$ cat src/rtl/bus_xfer_pkg.sv
// Shared constants for the bus transfer master: state encoding and defaults.
// Also provides a width helper for the turnaround counter.
package bus_xfer_pkg;

  typedef logic [2:0] state_t;

  localparam state_t S_IDLE = 3'd0;
  localparam state_t S_REQ  = 3'd1;
  localparam state_t S_XFER = 3'd2;
  localparam state_t S_CMPL = 3'd3;
  localparam state_t S_TURN = 3'd4;

  localparam int LEN_W_DEF    = 4;
  localparam int TURN_CYC_DEF = 2;
  localparam int TO_CYC_DEF   = 16;

  function automatic int turn_cnt_w(input int turn_cyc);
    if (turn_cyc < 2) return 1;
    return $clog2(turn_cyc + 1);
  endfunction

endpackage

$ cat src/rtl/bus_xfer_master_if.sv
// Command, arbiter and beat signals of the bus transfer master.
// err exists only when BUS_XFER_MASTER_WDOG_EN is defined.
interface bus_xfer_master_if #(
  parameter int LEN_W = bus_xfer_pkg::LEN_W_DEF
) ();

  logic             cmd_valid;
  logic             cmd_ready;
  logic [LEN_W-1:0] cmd_len;
  logic             req;
  logic             gnt;
  logic             beat_valid;
  logic             tgt_rdy;
  logic [LEN_W-1:0] beat_idx;
  logic             done;
  logic             dly;
  logic             busy;
`ifdef BUS_XFER_MASTER_WDOG_EN
  logic             err;

  modport master (
    input  cmd_valid, cmd_len, gnt, tgt_rdy,
    output cmd_ready, req, beat_valid, beat_idx,
    output done, dly, busy, err
  );

  modport slave (
    output cmd_valid, cmd_len, gnt, tgt_rdy,
    input  cmd_ready, req, beat_valid, beat_idx,
    input  done, dly, busy, err
  );
`else
  modport master (
    input  cmd_valid, cmd_len, gnt, tgt_rdy,
    output cmd_ready, req, beat_valid, beat_idx,
    output done, dly, busy
  );

  modport slave (
    output cmd_valid, cmd_len, gnt, tgt_rdy,
    input  cmd_ready, req, beat_valid, beat_idx,
    input  done, dly, busy
  );
`endif

endinterface

$ cat src/rtl/bus_turn_timer.sv
// Loadable down-counter: dly_o is high while the count is nonzero.
// last_o flags the final turnaround cycle so the owner can leave its wait state.
module bus_turn_timer #(
  parameter int CNT_W = 2
) (
  input  logic             clk,
  input  logic             rst_n,
  input  logic             load_i,
  input  logic [CNT_W-1:0] load_val_i,
  output logic             dly_o,
  output logic             last_o
);

  logic [CNT_W-1:0] cnt_q, cnt_d;

  always_comb begin
    cnt_d = cnt_q;
    if (load_i) begin
      cnt_d = load_val_i;
    end else if (cnt_q != '0) begin
      cnt_d = cnt_q - 1'b1;
    end
  end

  always_ff @(posedge clk or negedge rst_n) begin
    if (!rst_n) begin
      cnt_q <= '0;
    end else begin
      cnt_q <= cnt_d;
    end
  end

  assign dly_o  = cnt_q != '0;
  assign last_o = cnt_q == CNT_W'(1);

endmodule

$ cat src/rtl/bus_xfer_master.sv
// Requester stage feeding the bus arbiter: req, beats, done and turnaround dly.
// BUS_XFER_MASTER_WDOG_EN adds a stall watchdog with an err output.
module bus_xfer_master
  import bus_xfer_pkg::*;
#(
  parameter int LEN_W    = LEN_W_DEF,
  parameter int TURN_CYC = TURN_CYC_DEF,
  parameter int TO_CYC   = TO_CYC_DEF
) (
  input logic               clk,
  input logic               rst_n,
  bus_xfer_master_if.master bus
);

  localparam int TW = turn_cnt_w(TURN_CYC);

  state_t           state_q, state_d;
  logic [LEN_W-1:0] rem_q, rem_d;
  logic [LEN_W-1:0] idx_q, idx_d;

  logic in_xfer;
  logic beat_acc;
  logic last_beat;
  logic abort;
  logic turn_load;
  logic turn_dly;
  logic turn_last;

  assign in_xfer   = state_q == S_XFER;
  assign beat_acc  = in_xfer & bus.gnt & bus.tgt_rdy;
  assign last_beat = beat_acc & (idx_q == rem_q);

`ifdef BUS_XFER_MASTER_WDOG_EN
  localparam int SW = $clog2(TO_CYC + 1);

  logic [SW-1:0] stall_q, stall_d;
  logic          err_q, err_d;
  logic          stall;

  assign stall = in_xfer & bus.gnt & ~bus.tgt_rdy;
  assign abort = stall & (stall_q == SW'(TO_CYC - 1));

  always_comb begin
    stall_d = stall_q;
    if (!in_xfer || beat_acc || abort) begin
      stall_d = '0;
    end else if (stall) begin
      stall_d = stall_q + 1'b1;
    end
  end

  always_comb begin
    err_d = err_q;
    if (state_q == S_IDLE && bus.cmd_valid) begin
      err_d = 1'b0;
    end else if (abort) begin
      err_d = 1'b1;
    end
  end

  always_ff @(posedge clk or negedge rst_n) begin
    if (!rst_n) begin
      stall_q <= '0;
      err_q   <= 1'b0;
    end else begin
      stall_q <= stall_d;
      err_q   <= err_d;
    end
  end

  assign bus.err = err_q;
`else
  logic unused_to;

  assign abort     = 1'b0;
  assign unused_to = TO_CYC != 0;
`endif

  always_comb begin
    state_d   = state_q;
    rem_d     = rem_q;
    idx_d     = idx_q;
    turn_load = 1'b0;
    unique case (state_q)
      S_IDLE: begin
        if (bus.cmd_valid) begin
          rem_d   = bus.cmd_len;
          idx_d   = '0;
          state_d = S_REQ;
        end
      end
      S_REQ: begin
        if (bus.gnt) state_d = S_XFER;
      end
      S_XFER: begin
        // index is cleared rather than bumped on the last beat so it never wraps
        if (last_beat || abort) begin
          state_d   = S_CMPL;
          idx_d     = '0;
          turn_load = 1'b1;
        end else if (beat_acc) begin
          idx_d = idx_q + 1'b1;
        end
      end
      S_CMPL: begin
        state_d = (TURN_CYC > 1) ? S_TURN : S_IDLE;
      end
      S_TURN: begin
        if (turn_last) state_d = S_IDLE;
      end
      default: state_d = S_IDLE;
    endcase
  end

  always_ff @(posedge clk or negedge rst_n) begin
    if (!rst_n) begin
      state_q <= S_IDLE;
      rem_q   <= '0;
      idx_q   <= '0;
    end else begin
      state_q <= state_d;
      rem_q   <= rem_d;
      idx_q   <= idx_d;
    end
  end

  // loaded on the edge into CMPL so dly rises together with done
  bus_turn_timer #(
    .CNT_W(TW)
  ) u_turn (
    .clk       (clk),
    .rst_n     (rst_n),
    .load_i    (turn_load),
    .load_val_i(TW'(TURN_CYC)),
    .dly_o     (turn_dly),
    .last_o    (turn_last)
  );

  assign bus.cmd_ready  = state_q == S_IDLE;
  assign bus.req        = (state_q == S_REQ) | in_xfer;
  assign bus.beat_valid = in_xfer & bus.gnt;
  assign bus.beat_idx   = idx_q;
  assign bus.done       = state_q == S_CMPL;
  assign bus.dly        = turn_dly;
  assign bus.busy       = state_q != S_IDLE;

endmodule

$ cat src/flat_wrapper.sv
// flat-port wrapper written by rule: the top's interface ports become plain ports
module bus_xfer_master_flat import bus_xfer_pkg::*;
#(
  parameter int LEN_W    = LEN_W_DEF,
  parameter int TURN_CYC = TURN_CYC_DEF,
  parameter int TO_CYC   = TO_CYC_DEF
)
  (clk, rst_n, bus_cmd_valid, bus_cmd_len, bus_gnt, bus_tgt_rdy, bus_cmd_ready, bus_req, bus_beat_valid, bus_beat_idx, bus_done, bus_dly, bus_busy);
  bus_xfer_master_if #(.LEN_W(LEN_W)) bus_i ();
  input logic clk;
  input logic rst_n;
  input wire logic [$bits(bus_i.cmd_valid)-1:0] bus_cmd_valid;
  input wire logic [$bits(bus_i.cmd_len)-1:0] bus_cmd_len;
  input wire logic [$bits(bus_i.gnt)-1:0] bus_gnt;
  input wire logic [$bits(bus_i.tgt_rdy)-1:0] bus_tgt_rdy;
  output wire logic [$bits(bus_i.cmd_ready)-1:0] bus_cmd_ready;
  output wire logic [$bits(bus_i.req)-1:0] bus_req;
  output wire logic [$bits(bus_i.beat_valid)-1:0] bus_beat_valid;
  output wire logic [$bits(bus_i.beat_idx)-1:0] bus_beat_idx;
  output wire logic [$bits(bus_i.done)-1:0] bus_done;
  output wire logic [$bits(bus_i.dly)-1:0] bus_dly;
  output wire logic [$bits(bus_i.busy)-1:0] bus_busy;
  assign bus_i.cmd_valid = bus_cmd_valid;
  assign bus_i.cmd_len = bus_cmd_len;
  assign bus_i.gnt = bus_gnt;
  assign bus_i.tgt_rdy = bus_tgt_rdy;
  assign bus_cmd_ready = bus_i.cmd_ready;
  assign bus_req = bus_i.req;
  assign bus_beat_valid = bus_i.beat_valid;
  assign bus_beat_idx = bus_i.beat_idx;
  assign bus_done = bus_i.done;
  assign bus_dly = bus_i.dly;
  assign bus_busy = bus_i.busy;
  bus_xfer_master #(.LEN_W(LEN_W), .TURN_CYC(TURN_CYC), .TO_CYC(TO_CYC)) u_core (.clk(clk), .rst_n(rst_n), .bus(bus_i));
endmodule
$ cat config.mk
export PLATFORM = sky130hd
export DESIGN_NAME = bus_xfer_master_flat
export DESIGN_NICKNAME = d
export VERILOG_FILES = /design/src/rtl/bus_xfer_pkg.sv /design/src/rtl/bus_xfer_master_if.sv /design/src/rtl/bus_turn_timer.sv /design/src/rtl/bus_xfer_master.sv /design/src/flat_wrapper.sv
export SDC_FILE = /design/constraint.sdc
export NUM_CORES = 1
export LEC_CHECK = 0
export ABC_AREA = 0
export CAP_MARGIN = 10
export CORE_UTILIZATION = 50
export CTS_CLUSTER_SIZE = 12
export DETAILED_ROUTE_END_ITERATION = 8
export PLACE_DENSITY_LB_ADDON = 0.1
export SLEW_MARGIN = 10
export SYNTH_ARGS = -nofsm -noshare
export SYNTH_HDL_FRONTEND = slang
export SYNTH_HIERARCHICAL = 1
export SYNTH_SLANG_ARGS = --single-unit
$ cat constraint.sdc
create_clock -name clk -period 2.14 [get_ports clk]
set_input_delay 0.642 -clock clk [delete_from_list [all_inputs] [get_ports clk]]
set_output_delay 0.642 -clock clk [all_outputs]
set_load 0.05 [all_outputs]
* Word-level counts from Yosys, hierarchy flattened
Cells that the tools add are included.
** Storage, ports and cells
- Bits in registers :: 13
- Input bits :: 9
- Word-level logic and storage cells :: 42
** Cells by class
- Add/subtract/negate cells :: 2
- Eq/ne operators :: 11
- Multiplexer cells :: 13
- Bitwise operators :: 4
- Reduce and logical (&&, ||, !) cells :: 8
** Operator list (count)
- case mux 3 bit (5 select lines) :: 1
- 2-to-1 mux 3 bit :: 4
- 2-to-1 mux 4 bit :: 3
- case mux 4 bit (2 select lines) :: 1
- equality test 3 x 2 -> 1 bit, second input constant :: 2
- != test 2 bit, second input constant :: 3
- nonzero test 2 bit :: 3
- adder 4 x 1 -> 4 bit, second input constant :: 1
- equality test 4 bit :: 1
- 2-to-1 mux 2 bit :: 2
- AND reduction 4 bit :: 1
- AND 1 bit :: 3
- equality test 3 x 1 -> 1 bit, second input constant :: 1
- equality test 3 bit, second input constant :: 1
- zero test 3 bit :: 1
- != test 3 bit, second input constant :: 1
- AND reduction 3 bit :: 1
- nonzero test 3 bit :: 1
- equality test 2 x 1 -> 1 bit, second input constant :: 1
- 2-to-1 mux 1 bit :: 2
- != test 2 x 1 -> 1 bit, second input constant :: 1
- AND reduction 2 bit :: 1
- subtractor 2 x 1 -> 2 bit, second input constant :: 1
- OR 1 bit :: 1

* Depth between registers and ports, before layout
Gate-level depths: netlist of run 1.
- Depth in word-level cells :: 7
- Gate-level depth with buffers :: 6
- Depth with buffers taken out :: 6

* Hierarchy
Netlist of run 1, hierarchy kept.
** Modules (own cells, without submodules)
- bus_xfer_master :: times used 1, cells an instance 67, area an instance 659.4 µm², seq. area each 275.3 µm²
- bus_turn_timer :: times used 1, cells an instance 14, area an instance 132.6 µm², seq. area each 50.0 µm²

* Worst setup path after synthesis of run 1
No wires, ideal clock.
- Kind :: register to output
- From :: register u_core.state_q[1]
- To :: output port bus_req
- Arrival time :: 1438 ps
- Data required time :: 1498 ps
- Setup slack :: 60 ps
- Stages on the path, launching flop included :: 4
- Path through :: dfrtp_1 buf_2 nand2b_1 a21oi_1
** On the way
- Cells in the longest elaborated chain, start to end :: 2
- Elaborated cells on any way between the ends :: 3
- Those cells by class :: eq/ne (2); bitwise (1)
** Ends and longest elaborated chain
- start, declared :: RTL line bus_xfer_master.sv:17 : state_t state_q, state_d;
- start signal, assigned :: RTL line bus_xfer_master.sv:121 : state_q <= state_d;
- equality test 3 x 1 -> 1 bit or equality test 3 x 2 -> 1 bit (tied branches) :: RTL line bus_xfer_master.sv:140, bus_xfer_master.sv:29
- OR 1 bit * :: RTL line bus_xfer_master.sv:140 : assign bus.req = (state_q == S_REQ) | in_xfer;
- end, declared :: RTL line flat_wrapper.sv:17 : output wire logic [$bits(bus_i.req)-1:0] bus_req;
Every way passes the cells marked *; elsewhere a longest branch is shown, timed or not.

* Worst setup path in the final report of run 1
- From :: input port bus_gnt
- To :: output port bus_beat_valid
** On the way
- Cells in the longest elaborated chain, start to end :: 1
** Ends and longest elaborated chain
- start, declared :: RTL line flat_wrapper.sv:14 : input wire logic [$bits(bus_i.gnt)-1:0] bus_gnt;
- AND 1 bit :: RTL line bus_xfer_master.sv:141 : assign bus.beat_valid = in_xfer & bus.gnt;
- end, declared :: RTL line flat_wrapper.sv:18 : output wire logic [$bits(bus_i.beat_valid)-1:0] bus_beat_valid;
No other way between the ends.

==> reports/results.md, run 1 <==
| Step | Result | Value |
|---|---|---|
| outcome | Result of the run | finished, final reports clean |
| clock tree | Resized Gates After CTS | 0 |
| worst setup path | Maximum single-stage delay on the critical path | 480 ps |
| logic synthesis | Warnings from Yosys | 6 |
| grt | All-layer global routing usage | 19.3% |
| logic synthesis | Synth area leader | dfrtp_1 |
| logic synthesis | Number of nets in the synthesized netlist | 93 |
| power | Maximum vdd ir drop | 0.947 mV |
| die | Overall die width | 41.8 um |
| final layout | Most used cells in the layout excluding fill and tap cells | dfrtp_1 (13), clkdlybuf4s50_1 (8), nand2_1 (7) |
| worst setup path | CP max-delay cell | clkdlybuf4s50_1 |
| die | Area of the die | 0.00175 mm2 |
| sta | Worst clock skew | 6.59 ps |
| grt | Number of antenna violations at the first check in global routing | 0 |
| logic synthesis | Number of synthesized register bits | 13 |
| clock tree | H-tree depth reported by CTS | 1 |
| logic synthesis | Number of instances in the synthesized netlist | 81 |
| logic synthesis | Sequential area share after synthesis | 41.1% |
| worst setup path | Capturing point of the worst reg2reg path | u_core/rem_q[0] |
| grt | Global-route wire length before repair | 2550 um |
| worst setup path | Critical-path maximum fanout | 2 |
| logic synthesis | Distinct cells, synth | 32 |
| logic synthesis | Top post-synthesis cells by area | dfrtp_1 (41%), mux2_2 (5.7%), ha_1 (4.7%) |
| sta | Setup-failing EPs final | 0 |
| die | Placeable Area | 0.00149 mm2 |
| clock tree | Setup Buffers After CTS | 0 |
| power | Power, Total | 1650 uW |
| sta | Relative slew margins | 59.7% |
| worst setup path | Arrival time reported for the critical path endpoint | 1460 ps |
| sta | RSZ-0062 raised after global routing | no |
| detailed routing | Total wirelength of the detailed-routed design | 1490 um |
| final layout | Leading cell type in the layout, fill and taps excluded | dfrtp_1 |
| final layout | Final core utilization | 71.1% |
| sta | Highest Clock Rate | 0.476 GHz |
| logic synthesis | Total standard cell area after synthesis | 792 um2 |
| detailed routing | Final antenna-violating net count | 0 |
| min path | Worst Hold Path EP | u_core/rem_q[2] |
| worst setup path | Kind of launch point of the worst setup path | primary input |
| detailed routing | Final routed wire length divided by cell count | 12.5 um |
| final layout | Area grow syn2layout | 33.6% |
| worst setup path | Reg-to-reg critical path startpoint | u_core/state_q[1] |
| sta | Count of final hold-check violations | 0 |
| clock tree | Hold buffer count at cts | 0 |
| logic synthesis | Mean instance size in the synthesized netlist | 9.78 um2 |
| worst setup path | Cell family with the largest share of critical-path delay | buffers and inverters |
| grt | Final global-route overflow total | 0 |
| sta | Fraction of the cycle the final worst path needs | 98.3% |
| worst setup path | Worst R2R Setup Slack | 530 ps |
| placed design | HPWL after detailed placement | 1120 um |
| clock tree | CTS tree | built |
| clock tree | Clock-pin slew on the worst setup and hold paths | 70 ps |
| worst setup path | Worst-case reg-to-reg path depth | 4 |
| detailed routing | Detailed-route via count | 645 |
| worst setup path | CP Data Required Time | 1500 ps |
| worst setup path | Buf/Inv on CP | 2 |
| detailed routing | Number of DRC markers in iteration 0 | 8 |
| detailed routing | Number of design rule violations left after detail routing | 0 |
| min path | Worst hold path depth | 1 |
| placed design | Global placement routability congestion | 0.703 |
| clock tree | Clock latency on the worst-skew pair | 280 ps |
| clock tree | Total number of clock tree sinks | 13 |
| final layout | Share of post-route cells with drive strength above 1 | 26.2% |
| die | Effective utilization at floorplan | 53.2% |
| clock tree | Clk Tree Root Cell | clkbuf_4 |
| worst setup path | Crit Path Class | in -> out |
| flow run | Max-cap violations | 0 |
| final layout | Number of inserted diodes | 0 |
| worst setup path | Worst-path cell chain | clkdlybuf4s50_1 -> and3_1 -> buf_12 |
| final layout | Final Net Count | 116 |
| detailed routing | DR vias/cell | 5.42 |
| power | Leakage | 0.000495 uW |
| detailed routing | Number of detailed-routing iterations run before antenna repair | 4 |
| sta | Slew @ Worst Pin | 603 ps |
| die | Top-level port count | 19 |
| clock tree | Clock buffer count from CTS | 3 |
| min path | Startpoint of the worst hold path | u_core/rem_q[2] |
| sta | Post-route minimum period | 2100 ps |
| logic synthesis | Area share of the largest cell type after synthesis | 41.1% |
| power | Power density relative to cell area | 1560 mW/mm2 |
| clock tree | CTS max path bufs | 2 |
| min path | Class of the tightest hold or removal check | reg -> reg |
| die | Height of the chip | 41.8 um |
| placed design | Count of port buffers added during placement | 18 |
| sta | Total count of max-transition violations in the final report | 0 |
| grt | Number of global-route vias before repair | 585 |
| die | Total number of placement rows | 14 |
| grt | Maximum number of pins on one net before global-route repair | 14 |
| worst setup path | Endpoint class of the critical path | primary output |
| sta | Final total negative setup slack | 0 ps |
## sequential cells by signal (all words and copies together) (netlist names)
signal and cells:
u_core/rem_q 4, u_core/u_turn/cnt_q 2, u_core/state_q 3, u_core/bus.beat_idx 4
## worst max path at each step
| stage | start | endpoint | cells past startpoint |
|---|---|---|---|
| 6_report | bus_gnt | bus_beat_valid | 3 |
| 5_1_grt | u_core/state_q[1] | bus_cmd_ready | 3 |
| 4_1_cts | bus_gnt | bus_beat_valid | 3 |
| 3_5_place_dp | bus_gnt | u_core/bus.beat_idx[0] | 6 |
| 3_3_place_gp | bus_gnt | bus_beat_valid | 3 |
| 2_1_floorplan | u_core/state_q[1] | bus_req | 3 |
## per-stage QoR
stage	hold slack, ps	worst slack [ps]	instance area, um2	std cells
global route	548	9.91	1060	119
global placement	511	40.8	1030	115
finish	532	37.2	1060	119
CTS	536	35.9	1060	119
floorplan	346	60.3	792	81
detailed placement	517	7.05	1030	115
## logic make-up after synthesis
| family | after synthesis | synth area share [%] |
|---|---|---|
| fa+ha+maj | 3 | 4.74 |
| mux | 4 | 5.69 |
| xor+xnor | 5 | 5.53 |
| simple gates | 31 | 24.0 |
| flops | 13 | 41.1 |
| other cells | 2 | 0.948 |
| buf+inv | 7 | 3.47 |
| compound gates | 16 | 14.5 |
## final cells by class
cell class | instances | area [um2]
sequential | 13 | 325
tap | 16 | 20.0
inverter | 6 | 22.5
clock buffer | 4 | 26.3
fill | 119 | 430
multi-input combinational | 61 | 439
timing repair buffer | 19 | 225
## power breakdown
group | leakage [uW] | total, uW | switching (uW) | internal (uW)
clock network | 0.0000150 | 155 | 82.5 | 72.4
registers | 0.000164 | 464 | 120 | 344
logic | 0.000316 | 1030 | 565 | 465
## layer usage
metal | track usage (%) | up-vias | wire length [um]
met1 | 27.2 | 299 | 683
met4 | 7.74 | 0 | 23
met5 | 0 | - | 0
li1 | - | 325 | -
met3 | 2.61 | 2 | 60
met2 | 30.0 | 19 | 723
## synthesized netlist by cell type
cell,n
nand3b_1,1
a41oi_1,1
and2_4,1
nand2_1,7
and3_4,1
a221o_1,1
buf_2,1
nor2_1,5
nand3_1,1
and3_1,2
or3_4,1
a21o_1,1
xnor2_1,1
inv_2,1
o31ai_2,1
or2_2,1
o21ai_2,1
inv_1,5
nand4_1,1
o21ai_0,3
mux2_2,4
nor3_4,1
a21oi_1,5
nor2b_1,5
a22o_1,2
xor2_1,4
a2111oi_1,1
or4b_2,1
nand2b_1,3
dfrtp_1,13
conb_1,2
ha_1,3
No activity file was read; power rests on OpenSTA's default activity.
==> run 2: changes to the inputs <==
Settings changed: CAP_MARGIN 10 to 15, SYNTH_HIERARCHICAL 1 to default.
==> reports/results.md, run 2 <==
| Step | Result | Value | Change |
|---|---|---|---|
| logic synthesis | Number of nets in the synthesized netlist | 78 | -16% |
| grt | Number of antenna violations at the first check in global routing | 0 | unchanged |
| worst setup path | CP Data Required Time | 1500 ps | about the same |
| min path | Startpoint of the worst hold path | u_core.u_turn.cnt_q[1] |  |
| logic synthesis | Distinct cells, synth | 29 | -9.4% |
| logic synthesis | Warnings from Yosys | 0 | -6 |
| die | Area of the die | 0.00163 mm2 | -6.8% |
| final layout | Final instance area | 0.00101 mm2 | -4.4% |
| grt | Global-route wire length before repair | 2020 um | -21% |
| flow run | Max-cap violations | 0 | unchanged |
| final layout | Area grow syn2layout | 37.6% |  |
| sta | Fraction of the cycle the final worst path needs | 97.4% | -0.85 points |
| clock tree | CTS tree | built |  |
| sta | Setup-failing EPs final | 0 | unchanged |
| die | Overall die width | 40.4 um | -3.4% |
| worst setup path | Worst R2R Setup Slack | 500 ps | -30 ps |
| logic synthesis | Most frequent cells after synthesis | dfrtp_1 (13), inv_1 (6), mux2_4 (4), nor2_1 (4), xnor2_1 (4) |  |
| final layout | Most used cells in the layout excluding fill and tap cells | dfrtp_1 (11), clkdlybuf4s50_1 (7), buf_4 (6) |  |
| worst setup path | Maximum single-stage delay on the critical path | 480 ps | about the same |
| clock tree | H-tree depth reported by CTS | 1 | unchanged |
| logic synthesis | Ys async rst share | 100% | unchanged |
| clock tree | Clock buffer count from CTS | 3 | unchanged |
| placed design | Worst-case setup slack after placement | -90.6 ps | -97.7 ps |
| sta | Worst clock skew | 0.988 ps | -5.60 ps |
| placed design | HPWL after detailed placement | 1030 um | -8.1% |
| grt | All-layer global routing usage | 19.5% | +0.16 points |
| logic synthesis | Sequential area share after synthesis | 44.2% | +3.1 points |
| worst setup path | CP max-delay cell | dfrtp_2 |  |
| sta | Count of final hold-check violations | 0 | unchanged |
| power | Power density relative to cell area | 1600 mW/mm2 | +2.7% |
| clock tree | Hold buffer count at cts | 0 | unchanged |
| placed design | Global placement routability congestion | 0.750 | +6.6% |
| die | Placeable Area | 0.00133 mm2 | -10% |
| worst setup path | Arrival time reported for the critical path endpoint | 1440 ps | -20 ps |
| logic synthesis | Total standard cell area after synthesis | 736 um2 | -7.1% |
| placed design | Count of port buffers added during placement | 18 | unchanged |
| worst setup path | Cell depth of the worst setup path | 3 | unchanged |
| sta | Total count of max-transition violations in the final report | 0 | unchanged |
| min path | Worst hold path depth | 1 | unchanged |
| worst setup path | Worst-case reg-to-reg path depth | 3 | -1 |
| logic synthesis | Most common cell in the netlist | dfrtp_1 |  |
| logic synthesis | Area share of the largest cell type after synthesis | 44.2% | +3.1 points |
| logic synthesis | Number of enable-type register cells in the synthesized netlist | 0 | unchanged |
| power | Maximum vdd ir drop | 0.873 mV | -7.8% |
| detailed routing | Total wirelength of the detailed-routed design | 1390 um | -7.0% |
| detailed routing | Detailed-route via count | 543 | -16% |
| detailed routing | Final routed wire length divided by cell count | 13.6 um | +8.5% |
| worst setup path | Worst-path cell chain | or2b_1 -> nor3_4 -> buf_12 |  |
| detailed routing | Final antenna-violating net count | 0 | unchanged |
| worst setup path | Kind of launch point of the worst setup path | flop |  |
| worst setup path | Cell family with the largest share of critical-path delay | simple AND/OR/NAND/NOR gates |  |
| final layout | Final Net Count | 100 | -14% |
| final layout | Number of inserted diodes | 0 | unchanged |
| clock tree | Clock latency on the worst-skew pair | 270 ps | about the same |
| die | Height of the chip | 40.4 um | -3.4% |
| power | Leakage | 0.000460 uW | -7.2% |
| detailed routing | DR vias/cell | 5.32 | -1.8% |
| min path | Class of the tightest hold or removal check | reg -> reg |  |
| worst setup path | Reg-to-reg critical path startpoint | u_core.state_q[2] |  |
| sta | RSZ-0062 raised after global routing | no |  |
| die | Top-level port count | 19 | unchanged |
| clock tree | Clock-pin slew on the worst setup and hold paths | 80 ps | about the same |
| clock tree | Setup Buffers After CTS | 0 | unchanged |
| sta | Post-route minimum period | 2080 ps | -18.2 ps |
| min path | Worst Hold Path EP | u_core.u_turn.cnt_q[1] |  |
| placed design | Area after DPL | 975 um2 | -5.6% |
| clock tree | Clk Tree Root Cell | clkbuf_4 |  |
| clock tree | Total number of clock tree sinks | 13 | unchanged |
| detailed routing | Number of detailed-routing iterations run before antenna repair | 2 | -2 |
| grt | Number of global-route vias before repair | 456 | -22% |
| final layout | Leading cell type in the layout, fill and taps excluded | dfrtp_1 |  |
| logic synthesis | Number of instances in the synthesized netlist | 66 | -19% |
| grt | Maximum number of pins on one net before global-route repair | 14 | unchanged |
| sta | Relative slew margins | 63.2% | +3.5 points |
| sta | Fin worst setup slack | 55.4 ps | +18.2 ps |
| logic synthesis | Mean instance size in the synthesized netlist | 11.1 um2 | +14% |
| logic synthesis | Top post-synthesis cells by area | dfrtp_1 (44%), mux2_4 (8.2%), ha_1 (5.1%) |  |
| sta | Slew @ Worst Pin | 550 ps | -52.2 ps |
| final layout | Share of post-route cells with drive strength above 1 | 32.2% | +6.0 points |
| worst setup path | Capturing point of the worst reg2reg path | u_core.rem_q[0] |  |
| detailed routing | Number of DRC markers in iteration 0 | 10 | +2 |
| worst setup path | Endpoint class of the critical path | primary output |  |
| worst setup path | Critical-path maximum fanout | 7 | +5 |
| outcome | Result of the run | finished, final reports clean |  |
| clock tree | CTS max path bufs | 2 | unchanged |
| logic synthesis | Most instantiated flip-flop cell in the synthesis netlist | dfrtp_1 |  |
| worst setup path | Buf/Inv on CP | 1 | -1 |
| die | Effective utilization at floorplan | 55.2% | +2.0 points |
| die | Total number of placement rows | 13 | -1 |
| logic synthesis | Number of synthesized register bits | 13 | unchanged |
| logic synthesis | Synth area leader | dfrtp_1 |  |
| detailed routing | Number of design rule violations left after detail routing | 0 | unchanged |
| sta | Highest Clock Rate | 0.480 GHz | +0.87% |
| worst setup path | Crit Path Class | reg -> out |  |
| grt | Final global-route overflow total | 0 | unchanged |
run 2: routing by layer:
metal / wire (um) / global-route usage (%) / up-vias
li1: - / - / 270
met1: 645 / 28.0 / 259
met2: 661 / 27.4 / 14
met3: 79 / 8.33 / 0
met4: 0 / 3.33 / 0
met5: 0 / 0 / -
run 2: area by class of cell:
cell class	instances	area [um2]
multi-input cells	45	393
clock buffers	4	26.3
repair buffers	19	224
fillers	97	322
well taps	15	18.8
flip-flops and latches	13	328
inverters	6	22.5
run 2: where the power goes:
group	switching (uW)	internal, uW
Sequential	138	347
Clock	78.9	72.3
Combinational	513	469
run 2: cells by family after synthesis:
logic type,after synthesis,synth area share (%)
adders and majority gates,3,5.10
DFF,13,44.2
and+or+nand+nor,23,20.9
AOI/OAI and AO/OA,7,6.63
muxes,5,9.52
buffers and inverters,8,5.27
xor gates and xnor gates,7,8.33
run 2: how the worst max path moves through the flow:
stage / slack [ps] / to / start
floorplan: -6 / bus_req / u_core.state_q[0]
global placement: -80 / bus_beat_valid / bus_gnt
detailed placement: -90 / bus_beat_valid / bus_gnt
CTS: 10 / bus_beat_valid / u_core.state_q[0]
global route: 0.9 / bus_beat_valid / u_core.state_q[0]
finish: 60 / bus_beat_valid / u_core.state_q[0]
run 2: per-stage QoR:
| step | setup TNS (ps) | hold WS, ps | std cells | total power (uW) | util [%] |
|---|---|---|---|---|---|
| after detailed placement | -90.6 | 484 | 98 | 1450 | 73.1 |
| final | 0 | 503 | 102 | 1620 | 75.9 |
| after CTS | 0 | 501 | 102 | 1630 | 75.7 |
| after global placement | -77.6 | 476 | 98 | 1430 | 73.1 |
| after floorplan | -5.82 | 346 | 66 | 1110 | - |
| after global routing | 0 | 514 | 102 | 1710 | 75.9 |
run 2: what timing repair did:
action                     in CTS  in global routing
pin swaps                       1                  0
gates resized for setup         4                  2
setup endpoints to repair       1                  2
==> run 3: changes to the inputs <==
Settings changed: SKIP_LAST_GASP from default to 1.
==> reports/results.md, run 3 (synthesis results as in run 2) <==
| Step | Result | Value | Change |
|---|---|---|---|
| final layout | Final Net Count | 100 | unchanged |
| worst setup path | Worst-path cell chain | or2b_1 -> a21oi_2 -> buf_12 |  |
| power | Leakage | 0.000468 uW | +1.7% |
| final layout | Most used cells in the layout excluding fill and tap cells | dfrtp_1 (11), clkdlybuf4s50_1 (7), buf_4 (6) |  |
| worst setup path | Arrival time reported for the critical path endpoint | 1430 ps | about the same |
| grt | Maximum number of pins on one net before global-route repair | 14 | unchanged |
| worst setup path | Reg-to-reg critical path startpoint | u_core.state_q[2] |  |
| sta | Slew @ Worst Pin | 551 ps | +0.173 ps |
| detailed routing | Number of design rule violations left after detail routing | 0 | unchanged |
| die | Height of the chip | 40.4 um | unchanged |
| clock tree | Clock latency on the worst-skew pair | 270 ps | about the same |
| worst setup path | Cell family with the largest share of critical-path delay | flip-flops |  |
| die | Overall die width | 40.4 um | unchanged |
| die | Placeable Area | 0.00133 mm2 | unchanged |
| die | Total number of placement rows | 13 | unchanged |
| sta | Count of final hold-check violations | 0 | unchanged |
| power | Maximum vdd ir drop | 0.872 mV | -0.10% |
| grt | All-layer global routing usage | 19.5% | unchanged |
| detailed routing | Detailed-route via count | 542 | -0.18% |
| detailed routing | Number of detailed-routing iterations run before antenna repair | 3 | +1 |
| detailed routing | Final antenna-violating net count | 0 | unchanged |
| worst setup path | Endpoint class of the critical path | primary output |  |
| worst setup path | Buf/Inv on CP | 1 | unchanged |
| final layout | Leading cell type in the layout, fill and taps excluded | dfrtp_1 |  |
| clock tree | Total number of clock tree sinks | 13 | unchanged |
| clock tree | Clock-pin slew on the worst setup and hold paths | 80 ps | about the same |
| die | Area of the die | 0.00163 mm2 | unchanged |
| min path | Startpoint of the worst hold path | u_core.u_turn.cnt_q[1] |  |
| sta | RSZ-0062 raised after global routing | no |  |
| sta | Relative slew margins | 63.2% | about the same |
| clock tree | CTS tree | built |  |
| grt | Final global-route overflow total | 0 | unchanged |
| placed design | Count of port buffers added during placement | 18 | unchanged |
| worst setup path | Maximum single-stage delay on the critical path | 480 ps | about the same |
| sta | Highest Clock Rate | 0.483 GHz | +0.76% |
| detailed routing | DR vias/cell | 5.31 | -0.18% |
| placed design | Global placement routability congestion | 0.750 | unchanged |
| clock tree | Clk Tree Root Cell | clkbuf_4 |  |
| sta | Fin worst setup slack | 71.1 ps | +15.7 ps |
| grt | Number of global-route vias before repair | 456 | unchanged |
| clock tree | Hold buffer count at cts | 0 | unchanged |
| detailed routing | Total wirelength of the detailed-routed design | 1390 um | +0.29% |
| die | Effective utilization at floorplan | 55.2% | unchanged |
| final layout | Area grow syn2layout | 38.1% |  |
| placed design | HPWL after detailed placement | 1030 um | unchanged |
| sta | Final total negative setup slack | 0 ps | unchanged |
| worst setup path | Kind of launch point of the worst setup path | flop |  |
| worst setup path | Crit Path Class | reg -> out |  |
| final layout | Number of inserted diodes | 0 | unchanged |
| worst setup path | Critical Path Start | u_core.state_q[0] |  |
| placed design | Cell count after placement | 98 | unchanged |
| final layout | Number of inserted filler cells in the final layout | 95 | -2.1% |
| grt | Number of antenna violations at the first check in global routing | 0 | unchanged |
| clock tree | Clock buffer count from CTS | 3 | unchanged |
| clock tree | H-tree depth reported by CTS | 1 | unchanged |
| worst setup path | Worst-case reg-to-reg path depth | 3 | unchanged |
| sta | Setup-failing EPs final | 0 | unchanged |
| die | Top-level port count | 19 | unchanged |
| worst setup path | CP Data Required Time | 1500 ps | about the same |
| detailed routing | Number of DRC markers in iteration 0 | 10 | unchanged |
| min path | Class of the tightest hold or removal check | reg -> reg |  |
| flow run | Max-cap violations | 0 | unchanged |
| sta | Post-route minimum period | 2070 ps | -15.7 ps |
| outcome | Result of the run | finished, final reports clean |  |
| grt | Global-route wire length before repair | 2020 um | unchanged |
| worst setup path | Critical-path maximum fanout | 7 | unchanged |
| final layout | Share of post-route cells with drive strength above 1 | 32.2% | unchanged |
| worst setup path | CP max-delay cell | dfrtp_2 |  |
| clock tree | CTS max path bufs | 2 | unchanged |
| sta | Total count of max-transition violations in the final report | 0 | unchanged |
| sta | Worst clock skew | 0.981 ps | -0.00758 ps |
| detailed routing | Final routed wire length divided by cell count | 13.6 um | +0.29% |
| min path | Worst hold path depth | 1 | unchanged |
| worst setup path | Cell depth of the worst setup path | 3 | unchanged |
| sta | Worst hold slack across all endpoints | 503 ps | -0.00300 ps |
| final layout | Final core utilization | 76.2% | +0.28 points |
| sta | Fraction of the cycle the final worst path needs | 96.7% | -0.73 points |
| final layout | Final cell count without fillers | 102 | unchanged |
| power | Power density relative to cell area | 1590 mW/mm2 | -0.41% |
| placed design | Worst-case setup slack after placement | -90.6 ps | unchanged |
==> run 3: changes by cell type in the layout (fill, tap and decap cells not counted), sizes merged <==
cell and delta:
dlymetal6s2s +1, dlygate4sd2 -1
==> run 3: final timing paths <==
kind	to	slack (ps)
max in group asynchronous	u_core.state_q[1]	1030
worst min-delay path	u_core.u_turn.cnt_q[1]	500
worst max register to register	u_core.rem_q[0]	500
min in group asynchronous	u_core.rem_q[2]	720
worst min register to register	u_core.u_turn.cnt_q[1]	500
worst max-delay path	bus_req	70
==> run 3: layer usage <==
| layer | track usage, % | vias up | part of all wire, % |
|---|---|---|---|
| met5 | 0 | - | 0 |
| met4 | 3.33 | 0 | 0 |
| met3 | 8.33 | 0 | 5.7 |
| met2 | 27.4 | 14 | 47 |
| met1 | 28.0 | 258 | 47 |
| li1 | - | 270 | - |
==> run 3: report_power, final <==
group,internal [uW],switching (uW)
logic,468,513
clock network,72.3,78.9
registers,347,139
==> run 3: area by class of cell <==
cell class	instances	area, um2	share of cell area [%]
Sequential cell	13	328	32.3
Timing Repair Buffer	19	228	22.4
Inverter	6	22.5	2.22
Tap cell	15	18.8	1.85
Multi-Input combinational cell	45	393	38.7
Clock buffer	4	26.3	2.59
==> run 3: per-stage QoR <==
| step | instance area (um2) | power (uW) |
|---|---|---|
| 2_1_floorplan | 747 | 1110 |
| 3_3_place_gp | 975 | 1430 |
| 3_5_place_dp | 975 | 1450 |
| 4_1_cts | 1010 | 1630 |
| 5_1_grt | 1020 | 1710 |
| 6_report | 1020 | 1620 |
==> run 3: what timing repair did <==
action	in CTS	in global routing
gates cloned	0	0
buffers inserted	0	0
setup endpoints to repair	1	2
pin swaps	1	1
gates resized for setup	3	3
